==> config.mk <==
export PLATFORM = sky130hd
export DESIGN_NAME = ft245_sync_rx_fifo_flat
export DESIGN_NICKNAME = d
export VERILOG_FILES = /design/src/rtl/ft245_sync_rx_fifo_if.sv /design/src/rtl/ft245_sync_rx_fifo.sv /design/src/flat_wrapper.sv
export SDC_FILE = /design/constraint.sdc
export NUM_CORES = 1
export LEC_CHECK = 0
export ABC_AREA = 1
export CORE_MARGIN = 2
export CORE_UTILIZATION = 46
export CTS_BUF_LIST = sky130_fd_sc_hd__clkbuf_4
export CTS_CLUSTER_SIZE = 8
export DETAILED_ROUTE_END_ITERATION = 10
export GPL_TIMING_DRIVEN = 1
export PLACE_DENSITY = 0.62
export RECOVER_POWER = 50
export SYNTH_ARGS = -nofsm -noshare
export SYNTH_HDL_FRONTEND = slang
export SYNTH_SLANG_ARGS = --single-unit
export TNS_END_PERCENT = 100
==> constraint.sdc <==
create_clock -name clk_i -period 3.09 [get_ports clk_i]
set_input_delay 0.7725 -clock clk_i [delete_from_list [all_inputs] [get_ports clk_i]]
set_output_delay 0.7725 -clock clk_i [all_outputs]
set_load 0.1 [all_outputs]
==> src/rtl/ft245_sync_rx_fifo_if.sv <==
// FT2232H FT245-synchronous receive bus plus the packed-word output stream.
// slave  : the receive engine (drives OE#/RD#, word stream, status)
// master : the pins/consumer side (drives data, RXF#, ready)
//   data_i     8            FT2232H data bus
//   rxf_i      1            RXF#, active-low, host data available
//   oe_o       1            OE#, active-low
//   rd_o       1            RD#, active-low
//   m_data_o   8*WORD_BYTES packed output word, first byte in [7:0]
//   m_valid_o  1            word valid
//   m_ready_i  1            consumer ready
//   level_o    AW+1         bytes held in the byte FIFO
//   byte_cnt_o 32           bytes captured since reset
interface ft245_sync_rx_fifo_if #(
  parameter int DEPTH      = 16,
  parameter int WORD_BYTES = 1
);
  localparam int AW = $clog2(DEPTH);

  logic [7:0]              data_i;
  logic                    rxf_i;
  logic                    oe_o;
  logic                    rd_o;
  logic [8*WORD_BYTES-1:0] m_data_o;
  logic                    m_valid_o;
  logic                    m_ready_i;
  logic [AW:0]             level_o;
  logic [31:0]             byte_cnt_o;

  modport slave (
    input  data_i, rxf_i, m_ready_i,
    output oe_o, rd_o, m_data_o, m_valid_o, level_o, byte_cnt_o
  );

  modport master (
    output data_i, rxf_i, m_ready_i,
    input  oe_o, rd_o, m_data_o, m_valid_o, level_o, byte_cnt_o
  );
endinterface

==> src/rtl/ft245_sync_rx_fifo.sv <==
// FT245-synchronous receive engine: runs the OE#/RD# read handshake against
// RXF#, buffers host bytes in a DEPTH-byte FIFO and packs them little-endian
// into WORD_BYTES-wide words on a valid/ready stream.
//   clk_i  FT2232H CLKOUT, rising edge
//   rst_i  synchronous reset, active-high
//   bus    ft245_sync_rx_fifo_if.slave (pins, word stream, level, byte count)
module ft245_sync_rx_fifo #(
  parameter int DEPTH      = 16,
  parameter int WORD_BYTES = 1
) (
  input  logic                    clk_i,
  input  logic                    rst_i,
  ft245_sync_rx_fifo_if.slave     bus
);
  localparam int AW = $clog2(DEPTH);
  localparam int LW = AW + 1;
  localparam int CW = $clog2(WORD_BYTES + 1);
  localparam int DW = 8 * WORD_BYTES;

  typedef enum logic [1:0] {S_IDLE, S_OE_WAIT, S_READ} state_t;

  state_t          r_state, w_state_nxt;
  logic            r_oe_n, r_rd_n;
  logic [7:0]      r_mem [DEPTH];
  logic [AW-1:0]   r_wr_ptr, r_rd_ptr;
  logic [LW-1:0]   r_level, w_level_nxt;
  logic [31:0]     r_byte_cnt;
  logic [DW-1:0]   r_pack_data;
  logic [CW-1:0]   r_pack_cnt, w_pack_base;
  logic            w_push, w_pop, w_full_word, w_accept;

  // Bus holds a valid byte only while RD# (as registered) and RXF# are both low.
  assign w_push      = !r_rd_n && !bus.rxf_i;
  assign w_full_word = (r_pack_cnt == CW'(WORD_BYTES));
  assign w_accept    = w_full_word && bus.m_ready_i;
  // A full word leaving this edge frees the packer for a fresh first byte.
  assign w_pop       = (r_level != '0) && (!w_full_word || bus.m_ready_i);
  assign w_level_nxt = r_level + LW'(w_push) - LW'(w_pop);
  assign w_pack_base = w_accept ? '0 : r_pack_cnt;

  always_comb begin
    w_state_nxt = r_state;
    case (r_state)
      S_IDLE:    if (!bus.rxf_i && (r_level < LW'(DEPTH - 1))) w_state_nxt = S_OE_WAIT;
      S_OE_WAIT: w_state_nxt = bus.rxf_i ? S_IDLE : S_READ;
      // Leave before the FIFO could overflow: level_next already counts this edge.
      S_READ:    if (bus.rxf_i || (w_level_nxt >= LW'(DEPTH))) w_state_nxt = S_IDLE;
      default:   w_state_nxt = S_IDLE;
    endcase
  end

  // OE#/RD# registered from next state: no combinational path from RXF#.
  always_ff @(posedge clk_i) begin
    if (rst_i) begin
      r_state <= S_IDLE;
      r_oe_n  <= 1'b1;
      r_rd_n  <= 1'b1;
    end else begin
      r_state <= w_state_nxt;
      r_oe_n  <= (w_state_nxt == S_IDLE);
      r_rd_n  <= (w_state_nxt != S_READ);
    end
  end

  always_ff @(posedge clk_i) begin
    if (w_push) r_mem[r_wr_ptr] <= bus.data_i;
  end

  always_ff @(posedge clk_i) begin
    if (rst_i) begin
      r_wr_ptr   <= '0;
      r_rd_ptr   <= '0;
      r_level    <= '0;
      r_byte_cnt <= '0;
    end else begin
      if (w_push) begin
        r_wr_ptr   <= r_wr_ptr + 1'b1;
        r_byte_cnt <= r_byte_cnt + 32'd1;
      end
      if (w_pop) r_rd_ptr <= r_rd_ptr + 1'b1;
      r_level <= w_level_nxt;
    end
  end

  always_ff @(posedge clk_i) begin
    if (rst_i) begin
      r_pack_data <= '0;
      r_pack_cnt  <= '0;
    end else if (w_pop) begin
      for (int b = 0; b < WORD_BYTES; b++)
        if (CW'(b) == w_pack_base) r_pack_data[8*b +: 8] <= r_mem[r_rd_ptr];
      r_pack_cnt <= w_pack_base + CW'(1);
    end else if (w_accept) begin
      r_pack_cnt <= '0;
    end
  end

  assign bus.oe_o       = r_oe_n;
  assign bus.rd_o       = r_rd_n;
  assign bus.m_data_o   = r_pack_data;
  assign bus.m_valid_o  = w_full_word;
  assign bus.level_o    = r_level;
  assign bus.byte_cnt_o = r_byte_cnt;
endmodule

==> src/flat_wrapper.sv <==
// flat-port wrapper written by rule: the top's interface ports become plain ports
module ft245_sync_rx_fifo_flat 
#(
  parameter int DEPTH      = 16,
  parameter int WORD_BYTES = 1
)
  (clk_i, rst_i, bus_data_i, bus_rxf_i, bus_m_ready_i, bus_oe_o, bus_rd_o, bus_m_data_o, bus_m_valid_o, bus_level_o, bus_byte_cnt_o);
  ft245_sync_rx_fifo_if #(.DEPTH(DEPTH), .WORD_BYTES(WORD_BYTES)) bus_i ();
  input  logic clk_i;
  input  logic rst_i;
  input wire logic [$bits(bus_i.data_i)-1:0] bus_data_i;
  input wire logic [$bits(bus_i.rxf_i)-1:0] bus_rxf_i;
  input wire logic [$bits(bus_i.m_ready_i)-1:0] bus_m_ready_i;
  output wire logic [$bits(bus_i.oe_o)-1:0] bus_oe_o;
  output wire logic [$bits(bus_i.rd_o)-1:0] bus_rd_o;
  output wire logic [$bits(bus_i.m_data_o)-1:0] bus_m_data_o;
  output wire logic [$bits(bus_i.m_valid_o)-1:0] bus_m_valid_o;
  output wire logic [$bits(bus_i.level_o)-1:0] bus_level_o;
  output wire logic [$bits(bus_i.byte_cnt_o)-1:0] bus_byte_cnt_o;
  assign bus_i.data_i = bus_data_i;
  assign bus_i.rxf_i = bus_rxf_i;
  assign bus_i.m_ready_i = bus_m_ready_i;
  assign bus_oe_o = bus_i.oe_o;
  assign bus_rd_o = bus_i.rd_o;
  assign bus_m_data_o = bus_i.m_data_o;
  assign bus_m_valid_o = bus_i.m_valid_o;
  assign bus_level_o = bus_i.level_o;
  assign bus_byte_cnt_o = bus_i.byte_cnt_o;
  ft245_sync_rx_fifo #(.DEPTH(DEPTH), .WORD_BYTES(WORD_BYTES)) u_core (.clk_i(clk_i), .rst_i(rst_i), .bus(bus_i));
endmodule
==> results.txt <==
----------------------------------------------------
[Outcome]
  Run status ... complete, no violations

[Pwr]
  Part of the power in registers ... 0.432
  Combinational power share ... 0.374
  Net switching fraction of the power ... 0.407
  Clk pwr share ... 0.194
  Design internal power ... 3.89 mW
  Worst IR Drop VDD ... 0.000471 V
  Leakage dissipation ... around 3.6 nW
  Total Power Consumption ... between 6 and 7 mW
  Switch Pwr ... 2.68 mW
  Cell area power density ... 722 nW/µm²

[Timing]
  Post-route fraction of the period consumed by the critical path ... 0.862
  Rel. slew slack ... 0.0165
  Min Clock Period, post-route ... approximately 2.7 ns
  Max frequency ... 375 MHz
  Final setup violation count ... 0
  Setup repair after global routing missed its margin ... false
  Transition time at the pin with the least slew margin ... ~1.5 ns
  Number of hold violations in the final report ... 0
  Count of pins over their slew limit ... 0
  Final Skew ... 0.0277 ns
  Final setup TNS ... 0 ns

[Finish]
  Fraction of layout cells with a size suffix above 1 ... 0.135
  Nets ... 946
  Area of all placed cells without fillers ... 9090 µm²
  Area added between synthesis and finish ... 12.3%
  Post-route non-filler standard cell count ... 1157

[Placed design]
  Placer Congestion ... 0.812
  HPWL after detailed placement ... 11400 µm
  Port bufs ... 59
  Total instance count after detailed placement ... 1124
  Total placed instance area ... 8910 µm²

[Logic synthesis]
  Post-Synthesis Cells ... 844
  Number of synthesized flops with an enable pin ... between 100 and 150
  Number of register bits inferred by synthesis ... 186
  Fraction of registers with async set/reset ... 0
  Sequential fraction of the synthesis area ... 0.618
  Warnings, synthesis ... 0
  Synth Area per Inst ... ~9.6 µm²
  Dominant cell type by area after synthesis ... edfxtp_1
  Primary flip-flop cell chosen by synthesis mapping ... edfxtp_1
  Leading post-synthesis cells by instance count ... nand2_1, edfxtp_1, nand3_1, nor2_1, inv_1
  Dominant cells by area after synthesis ... edfxtp_1, dfxtp_1, nand2_1
  Total standard cell area after synthesis ... 8100 µm²
  Number of nets produced by synthesis ... between 800 and 900
  Share of the synthesized area in the top cell type ... 0.474
  Unique masters post-synth ... 36
  Top-count cell post-synth ... nand2_1

[Critical path]
  Delay of the slowest cell on the worst path ... 0.56 ns
  Cell chain of the critical path ... dlygate4sd3_1, inv_1, nand2_4, inv_1, clkbuf_1, nand2_1, nor2_1, clkbuf_1
  Max stage delay cell, worst path ... dlygate4sd3_1
  Maximum fanout along the worst path ... 11
  Origin of the worst setup path ... bus_rxf_i
  Critical setup path kind ... in -> reg
  Buffers plus inverters on the worst setup path ... 5
  Required time of the critical path ... 3.32 ns
  Critical Path Start Type ... input pin
  FF-to-FF path depth ... 19
  Source of the worst register-to-register timing path ... u_core.bus.level_o[2]
  Arrival time at the worst endpoint ... a little under 3 ns
  End of the worst register-to-register path ... u_core.r_state[1]
  CP Capture Point ... u_core.r_mem[1][6]
  Number of logic stages on the critical path including buffering ... 8
  Family of cells with the greatest summed delay on the critical path ... buffers and inverters
  Register-to-register path setup slack ... 0.53 ns
  CP Capture Type ... flop

[Drt]
  Number of detailed-routing iterations run before antenna repair ... 5
  DR DRC count ... 0
  Vias ... 5918
  Routed via count divided by cell count ... 5.11
  Total length of routed wires ... 18100 µm
  Average detailed-routed wire length per instance ... 15.6 µm
  DRT antenna net count ... 0
  Count of routing violations after the opening detailed-route iteration ... between 400 and 500

[Global routing]
  Global route overflow ... 0
  GRT Overall Usage ... 0.202
  Initial antenna violation count ... 1
  Largest net degree at the start of global routing ... 67
  Number of global-route vias before repair ... between 5k and 6k
  Global-route wire length before repair ... 28400 µm

[Clock network]
  Number of buffers created by CTS ... 17
  Number of clock sinks seen by CTS ... ~190
  Skew-Pair Late Insertion Delay ... 0.59 ns
  Post-CTS Resized ... 0
  Number of buffers on the longest clock path ... 2
  Number of hold buffers added after CTS ... 0
  Clock edge transition at the registers on the reported setup and hold paths ... 0.14 ns
  Setup bufs post-CTS ... 0
  Root buf cell ... clkbuf_4
  H-tree depth ... 4
  CTS tree ... done

[Job]
  Max-cap violation count ... 0

[Floorplanning]
  Floorplan die area ... approximately 19000 µm²
  Number of placement rows ... 48
  Horizontal die dimension ... 137 µm
  Core region area ... 17200 µm²
  Effective utilization at floorplan ... 0.470
  Boundary pin count ... 60
  Die height ... 137 µm

[Worst hold path]
  Path type of the worst min-delay path ... reg -> reg

----------------------------------------------------
## worst min-delay path: stages, from the launching register on
cell and delay, ns:
dfxtp_1 0.35, inv_1 0.05, a21oi_1 0.05
## flip-flops by register name, indices dropped and copies added, names as in the netlist
| signal | cells |
|---|---|
| u_core.bus.m_valid_o | 1 |
| u_core.bus.oe_o | 1 |
| u_core.r_rd_ptr | 4 |
| u_core.bus.m_data_o | 8 |
| u_core.r_mem | 128 |
| u_core.bus.rd_o | 1 |
| u_core.r_state | 2 |
| u_core.r_wr_ptr | 4 |
| u_core.bus.byte_cnt_o | 32 |
| u_core.bus.level_o | 5 |
## power by group through the flow
stage / Combinational (mW) / Clock [mW] / Sequential (mW)
after global routing: 2.74 / 1.39 / 2.85
after floorplan: 1.27 / 0 / 3.47
after CTS: 2.47 / 1.32 / 2.84
after global placement: 2.45 / 0 / 2.90
after detailed placement: 2.46 / 0 / 2.90
final: 2.46 / 1.27 / 2.84
## cells by family after synthesis
family                     synth area share
and+or+nand+nor                       0.259
DFF                                   0.618
buffers and inverters                0.0553
AOI/OAI and AO/OA                    0.0385
adders and majority gates            0.0256
xor gates and xnor gates            0.00433
## cell type report
type | instances | area (µm²)
inverters | 72 | 270
repair buffers | 90 | 678
clock buffers | 20 | 150
diodes | 1 | 2.50
multi-input cells | 551 | 2590
clock inverters | 12 | 116
well taps | 225 | 282
fillers | 1550 | 8140
flip-flops and latches | 186 | 5010
## metal layers
layer,routed length [µm],vias up,GRT usage
li1,-,2965,-
met1,8640,2792,0.288
met2,8150,142,0.306
met3,1030,19,0.0441
met4,233,0,0.0683
met5,0,-,0
## placed cells by master (no fill, tap or decap), drive strengths merged
master	synthesis	routed
nand3b	2	2
a311oi	1	1
inv	72	76
o21a	2	2
o21ai	24	24
nand2	236	236
nor2	92	92
a31oi	2	2
clkdlybuf4s50	0	2
fa	1	1
bufinv	0	1
nand4	10	10
edfxtp	128	128
xor2	3	3
a21oi	31	31
xnor2	1	1
clkinv	0	4
buf	25	72
nand3	118	118
clkinvlp	0	3
dlygate4sd3	0	9
nor3	11	11
dfxtp	58	58
ha	15	15
nor3b	1	1
or2	1	1
diode	0	1
clkbuf	10	27
## worst min-delay path by stage
stage	startpoint	end	slack [ns]	depth (start not counted)
after floorplan	u_core.r_state[1]	u_core.bus.rd_o	0.47	2
after global placement	u_core.bus.byte_cnt_o[6]	u_core.bus.byte_cnt_o[6]	0.46	2
after detailed placement	u_core.bus.byte_cnt_o[6]	u_core.bus.byte_cnt_o[6]	0.47	2
after CTS	u_core.bus.byte_cnt_o[6]	u_core.bus.byte_cnt_o[6]	0.48	2
after global routing	u_core.bus.byte_cnt_o[6]	u_core.bus.byte_cnt_o[6]	0.52	2
final	u_core.bus.byte_cnt_o[6]	u_core.bus.byte_cnt_o[6]	0.48	2
## metrics by stage
| step | util | hold slack, ns | setup WS [ns] |
|---|---|---|---|
| after floorplan | - | 0.471 | 0.0330 |
| after global routing | 0.528 | 0.518 | 0.232 |
| after global placement | 0.517 | 0.463 | -0.165 |
| final | 0.528 | 0.480 | 0.426 |
| after CTS | 0.533 | 0.484 | 0.480 |
| after detailed placement | 0.517 | 0.466 | -0.173 |
Power figures use the tool's default switching activity.
